[src/rtl/pairing_io_ctrl.sv]
// Host-side load/run/unload controller for the BN254 pairing core, with a credit-controlled result FIFO.
// Optional watchdog on the core run phase is enabled by defining PAIRING_IO_TIMEOUT_EN.
module pairing_io_ctrl #(
    parameter int DATA_W      = 304,
    parameter int ADDR_W      = 9,
    parameter int RD_LAT      = 3,
    parameter int CNT_W       = 24,
    parameter int TIMEOUT_CYC = 2000000
) (
    input  logic              clk,
    input  logic              rst,
    input  logic              cmd_valid,
    output logic              cmd_ready,
    input  logic [3:0]        cmd_func,
    input  logic [ADDR_W-1:0] cmd_load_base,
    input  logic [ADDR_W-1:0] cmd_load_len,
    input  logic [ADDR_W-1:0] cmd_res_base,
    input  logic [ADDR_W-1:0] cmd_res_len,
    input  logic              s_valid,
    output logic              s_ready,
    input  logic [DATA_W-1:0] s_data,
    input  logic              s_last,
    output logic              m_valid,
    input  logic              m_ready,
    output logic [DATA_W-1:0] m_data,
    output logic              m_last,
    output logic              core_extin_en,
    output logic [ADDR_W-1:0] core_extin_addr,
    output logic [DATA_W-1:0] core_extin_data,
    output logic [ADDR_W-1:0] core_extout_addr,
    input  logic [DATA_W-1:0] core_extout_data,
    output logic              core_run,
    output logic [3:0]        core_n_func,
    output logic              core_swrst,
    input  logic              core_busy,
    input  logic              core_endflag,
    output logic              done,
    output logic              err_len,
    output logic              err_timeout,
    output logic [CNT_W-1:0]  run_cycles
);

    // Streams transfer on a cycle where valid and ready are both high; ready never depends on valid.
    localparam int DEPTH = RD_LAT + 2;
    localparam int PTR_W = $clog2(DEPTH);
    localparam int OCC_W = $clog2(DEPTH + 1);
    localparam logic [OCC_W:0] DEPTH_V = DEPTH[OCC_W:0];

    typedef enum logic [2:0] {
        S_IDLE, S_LOAD, S_RUN, S_WAIT, S_UNLOAD, S_DONE
    } state_t;

    state_t state;

    logic [ADDR_W-1:0] load_base_q, load_len_q, res_len_q;
    logic [ADDR_W-1:0] load_idx, rd_idx, out_idx;
    logic [DATA_W-1:0] fifo_mem [DEPTH];
    logic [PTR_W-1:0]  wr_ptr, rd_ptr;
    logic [OCC_W-1:0]  fifo_count;
    logic [RD_LAT-1:0] rd_pipe;
    logic [OCC_W:0]    in_flight, used;
    logic              rd_issue, push, pop, load_last;

    function automatic logic [PTR_W-1:0] ptr_inc(input logic [PTR_W-1:0] p);
        return (p == PTR_W'(DEPTH - 1)) ? '0 : p + 1'b1;
    endfunction

    assign cmd_ready = (state == S_IDLE) && !rst;
    assign s_ready   = (state == S_LOAD);
    assign m_valid   = (fifo_count != '0);
    assign m_data    = m_valid ? fifo_mem[rd_ptr] : '0;
    assign m_last    = m_valid && (out_idx == res_len_q - 1'b1);
    assign push      = rd_pipe[RD_LAT-1];
    assign pop       = m_valid && m_ready;
    assign load_last = (load_idx == load_len_q - 1'b1);

    // Reads already in the latency pipe count against FIFO space so nothing can overflow.
    always_comb begin
        in_flight = '0;
        for (int i = 0; i < RD_LAT; i++) begin
            in_flight = in_flight + {{OCC_W{1'b0}}, rd_pipe[i]};
        end
        used     = {1'b0, fifo_count} + in_flight;
        rd_issue = (state == S_UNLOAD) && !core_busy && (used < DEPTH_V) && (rd_idx < res_len_q);
    end

`ifdef PAIRING_IO_TIMEOUT_EN
    logic [31:0] wd_cnt;
    logic        swrst_q;
    assign core_swrst = rst | swrst_q;
`else
    logic unused_timeout;
    assign unused_timeout = (TIMEOUT_CYC != 0);
    assign core_swrst     = rst;
    assign err_timeout    = 1'b0;
`endif

    always_ff @(posedge clk) begin
        if (rst) begin
            state            <= S_IDLE;
            core_extin_en    <= 1'b0;
            core_extin_addr  <= '0;
            core_extin_data  <= '0;
            core_extout_addr <= '0;
            core_run         <= 1'b0;
            core_n_func      <= '0;
            done             <= 1'b0;
            err_len          <= 1'b0;
            run_cycles       <= '0;
            load_base_q      <= '0;
            load_len_q       <= '0;
            res_len_q        <= '0;
            load_idx         <= '0;
            rd_idx           <= '0;
            out_idx          <= '0;
`ifdef PAIRING_IO_TIMEOUT_EN
            wd_cnt           <= '0;
            swrst_q          <= 1'b0;
            err_timeout      <= 1'b0;
`endif
        end else begin
            core_extin_en <= 1'b0;
            core_run      <= 1'b0;
            done          <= 1'b0;
`ifdef PAIRING_IO_TIMEOUT_EN
            swrst_q       <= 1'b0;
`endif
            unique case (state)
                S_IDLE: begin
                    if (cmd_valid && cmd_ready) begin
                        core_n_func      <= cmd_func;
                        load_base_q      <= cmd_load_base;
                        load_len_q       <= cmd_load_len;
                        core_extout_addr <= cmd_res_base;
                        res_len_q        <= cmd_res_len;
                        load_idx         <= '0;
                        rd_idx           <= '0;
                        out_idx          <= '0;
                        err_len          <= 1'b0;
`ifdef PAIRING_IO_TIMEOUT_EN
                        err_timeout      <= 1'b0;
`endif
                        state <= (cmd_load_len == '0) ? S_RUN : S_LOAD;
                    end
                end
                S_LOAD: begin
                    if (s_valid) begin
                        core_extin_en   <= 1'b1;
                        core_extin_addr <= load_base_q + load_idx;
                        core_extin_data <= s_data;
                        load_idx        <= load_idx + 1'b1;
                        if (s_last != load_last) err_len <= 1'b1;
                        if (load_last) state <= S_RUN;
                    end
                end
                S_RUN: begin
                    core_run   <= 1'b1;
                    run_cycles <= '0;
`ifdef PAIRING_IO_TIMEOUT_EN
                    wd_cnt     <= '0;
`endif
                    state <= S_WAIT;
                end
                S_WAIT: begin
                    if (core_endflag) begin
                        state <= (res_len_q == '0) ? S_DONE : S_UNLOAD;
                        done  <= (res_len_q == '0);
                    end else begin
                        if (run_cycles != '1) run_cycles <= run_cycles + 1'b1;
`ifdef PAIRING_IO_TIMEOUT_EN
                        if (wd_cnt == 32'(TIMEOUT_CYC - 1)) begin
                            swrst_q     <= 1'b1;
                            err_timeout <= 1'b1;
                            done        <= 1'b1;
                            state       <= S_DONE;
                        end else begin
                            wd_cnt <= wd_cnt + 1'b1;
                        end
`endif
                    end
                end
                S_UNLOAD: begin
                    if (rd_issue) begin
                        core_extout_addr <= core_extout_addr + 1'b1;
                        rd_idx           <= rd_idx + 1'b1;
                    end
                    if (pop) begin
                        out_idx <= out_idx + 1'b1;
                        if (out_idx == res_len_q - 1'b1) begin
                            state <= S_DONE;
                            done  <= 1'b1;
                        end
                    end
                end
                S_DONE: state <= S_IDLE;
                default: state <= S_IDLE;
            endcase
        end
    end

    always_ff @(posedge clk) begin
        if (rst) begin
            rd_pipe    <= '0;
            wr_ptr     <= '0;
            rd_ptr     <= '0;
            fifo_count <= '0;
        end else begin
            rd_pipe <= (rd_pipe << 1) | RD_LAT'(rd_issue);
            if (push) wr_ptr <= ptr_inc(wr_ptr);
            if (pop) rd_ptr <= ptr_inc(rd_ptr);
            if (push && !pop) fifo_count <= fifo_count + 1'b1;
            else if (!push && pop) fifo_count <= fifo_count - 1'b1;
        end
    end

    always_ff @(posedge clk) begin
        if (push) fifo_mem[wr_ptr] <= core_extout_data;
    end

endmodule
[config.mk]
export PLATFORM = sky130hd
export DESIGN_NAME = pairing_io_ctrl
export DESIGN_NICKNAME = d
export VERILOG_FILES = /design/src/rtl/pairing_io_ctrl.sv
export SDC_FILE = /design/constraint.sdc
export NUM_CORES = 2
export LEC_CHECK = 0
export ABC_CLOCK_PERIOD_IN_PS = 24500
export CAP_MARGIN = 20
export CORE_AREA = 3 3 518 520
export CTS_BUF_LIST = sky130_fd_sc_hd__clkbuf_2 sky130_fd_sc_hd__clkbuf_4 sky130_fd_sc_hd__clkbuf_8
export DETAILED_ROUTE_END_ITERATION = 7
export DIE_AREA = 0 0 521 523
export PLACE_DENSITY = 0.46
export SYNTH_ARGS = -nofsm -noshare
export SYNTH_HDL_FRONTEND = slang
export SYNTH_SLANG_ARGS = --single-unit
[constraint.sdc]
create_clock -name clk -period 24.5 [get_ports clk]
set_clock_uncertainty 0.15 [all_clocks]
set_input_delay 4.9 -clock clk [delete_from_list [all_inputs] [get_ports clk]]
set_output_delay 4.9 -clock clk [all_outputs]
set_load 0.05 [all_outputs]
==> metrics.md <==
| Metric | Value |
|---|---|
| Status | finished, final reports clean |
| Max transition margin | 26.8% |
| Yosys warning count | 0 |
| Post-Syn Area | 74000 um^2 |
| Worst-Skew Late Latency | 940 ps |
| WS Path Type | input pin to output port |
| Longest Clk Path Bufs | 4 |
| DR vias/cell | 4.63 |
| Multi-input logic area | 18600 um^2 |
| CTS tree | yes |
| Hold Path Class | flop to flop |
| Clock transition at path regs | 50 ps |
| Initial DRC count | 3088 |
| Io pins | 1320 |
| Adder-cell share of the synthesized area | 0.616% |
| Register area | 54200 um^2 |
| Worst Setup End Kind | output port |
| Core footprint | 265000 um^2 |
| Worst path bufs/invs | 2 |
| Final slew viol count | 0 |
| DP HPWL | 190000 um |
| Global-route wire length before repair | 375000 um |
| Top_reg_cell synth | edfxtp_1 |
| Post-synth ARST share | 0% |
| Syn nets | 5371 |
| Setup violators final | 0 |
| # DRC | 0 |
| Max_cap viols | 0 |
| Via Count | 46200 |
| Synth top area share | 61.7% |
| Final Net Count | 6839 |
| Hold Path Stages | 2 |
| Antenna viol nets, final | 0 |
| Actual slew at the worst max-slew pin | 1100 ps |
| PD cells | 105 nW/um^2 |
| Die width | 521 um |
| Largest delay share family, worst path | buffers and inverters |
| Max VDD drop | 0.0000993 V |
| CP Max Fanout | 49 |
| Mux share of post-synthesis cell area | 13.4% |
| CP cell instances | buf_8, nor4_2, clkdlybuf4s50_1 |
| Total gr overflow | 0 |
| Crit share post-route | 46.5% |
| Placed cell count | 9328 |
| Synth cell types | 64 |
| Yosys top cell by area | edfxtp_1 |
| Leakage | 0.0308 uW |
| DR WL/cell | 27.2 um |
| RSZ-0062 raised after global routing | no |
| Largest net degree at the start of global routing | 118 |
| Vias in the first global route | 47600 |
| Most frequent cells after synthesis | edfxtp_1, nand2_1, dfxtp_1 |
| Row count | 189 |
| Detailed Routing Iterations Pass 1 | 5 |
| Min Clock Period, post-route | 11380 ps |
| CTS sink count | 1946 |
| CTS buffer count | 352 |
| Initial Utilization | 27.9% |
| Seq/Total Area, Yosys | 73.2% |
| Cts-stage hold buffer count | 0 |
| Max stage delay on crit path | 880 ps |
| FF-to-FF path depth | 7 |
| Xor-xnor portion of the synthesized cell area | 0.729% |
| Number of synthesized flops with an enable pin | 1520 |
| Initial antenna violation count | 173 |
| GP Congestion | 0.886 |
| Worst path slowest cell | clkdlybuf4s50_1 |
| Fin Setup TNS | 0 ps |
| CP startpoint kind | input pin |
| Fmax | 0.0879 GHz |
| Root Buffer | clkbuf_8 |
| Routed WL | 272000 um |
| Fillers | 25200 |
| Post-cts sizing count | 0 |
| Buffers on Ports | 1318 |
| Non-filler cells, final | 9997 |
| FF+latch count, synth | 1946 |
| Most frequent cell after synthesis | edfxtp_1 |
| Final hold slack | 301 ps |
| Number of cells on the critical path | 3 |
| Die area | 272000 um^2 |
| Dominant cells by area after synthesis | edfxtp_1, dfxtp_1, mux4_2 |
| Cells after Synth | 4681 |
| Simple-Gate Fraction of Synth Area | 6.96% |
| Share of cells above drive strength 1 | 14.7% |
| H-tree depth | 5 |
| Compound-Gate Fraction of Synth Area | 3.39% |
| Worst Path Required | 19450 ps |
| Combinational family with the most area after synthesis | multiplexers |
| Setup Buffers After CTS | 0 |
| Die height | 523 um |
| Arrival @ worst endpoint | 6330 ps |
| Syn_area_per_cell | 15.8 um^2 |
| Tot GR Track Use | 19.2% |
| Area delta synth->final | 32.8% |
| Final hold vios | 0 |
where the power goes:
group | leakage (uW) | total, uW | switching (uW) | internal, uW
registers | 0.0171 | 3660 | 53.9 | 3600
clock network | 0.00365 | 3060 | 1400 | 1660
logic | 0.0100 | 3620 | 2460 | 1160
layer usage:
| layer | GRT usage, % | share of wire (%) | vias to the layer above |
|---|---|---|---|
| li1 | - | - | 20600 |
| met1 | 21.9 | 38 | 23200 |
| met2 | 31.7 | 48 | 1722 |
| met3 | 7.22 | 8.7 | 673 |
| met4 | 9.49 | 5.3 | 86 |
| met5 | 0 | 0.22 | - |
worst min-delay path, cell delays in order, from the launching register on:
cell and delay, ps:
dfxtp_1 300, nand2_1 50, a21oi_1 50
per-stage QoR:
step / cell area (um^2) / power, uW / worst slack [ps] / utilization (%)
floorplan: 74000 / 5980 / 2080 / -
global placement: 91200 / 7410 / 13070 / 34.4
detailed placement: 91200 / 7400 / 13120 / 34.5
CTS: 98100 / 10500 / 13120 / 37.1
global route: 98100 / 10800 / 13000 / 37.1
finish: 98200 / 10300 / 13120 / 37.1
placed cells by master, fill, tap and decap left out, types with 114 or more instances in the layout:
cell / n
mux4_2: 304
clkdlybuf4s50_1: 1317
dfxtp_1: 423
a21oi_1: 359
edfxtp_1: 1520
clkbuf_4: 114
clkbuf_8: 376
nand2_1: 704
nor2_1: 380
mux2i_1: 308
cell families (layout without fill, tap and decap cells):
group / count (synthesis) / after routing
muxes: 612 / 612
other: 1 / 50
adders and majority gates: 34 / 34
buffers and inverters: 311 / 2045
xor gates and xnor gates: 60 / 60
and+or+nand+nor: 1257 / 1257
AOI/OAI and AO/OA: 460 / 460
DFF: 1946 / 1946
registers in the layout, summed over array words and instances (netlist names), 4 cells and up, named ones only:
register	cells
core_extout_addr	9
load_base_q	9
load_idx	9
core_n_func	4
run_cycles	24
rd_idx	9
res_len_q	9
core_extin_data	304
load_len_q	9
out_idx	9
core_extin_addr	9
fifo_mem	1520
worst paths after layout:
| path | from | endpoint | slack [ps] |
|---|---|---|---|
| max reg2reg | state[0]$_SDFFE_PP0P_ | core_extin_data[127]$_SDFFE_PP0P_ | 19160 |
| max | rst | cmd_ready | 13120 |
| min | core_extin_data[294]$_SDFFE_PP0P_ | core_extin_data[294]$_SDFFE_PP0P_ | 300 |
| min reg2reg | core_extin_data[294]$_SDFFE_PP0P_ | core_extin_data[294]$_SDFFE_PP0P_ | 300 |
final cells by class:
cell class	count	share of cell area, %
Multi-Input combinational cell	2424	19.0
Clock inverter	130	0.898
Antenna cell	49	0.125
Tap cell	3533	4.50
Sequential cell	1946	55.2
Timing Repair Buffer	1386	14.0
Clock buffer	490	6.14
Inverter	39	0.149
Power figures use the tool's default switching activity.
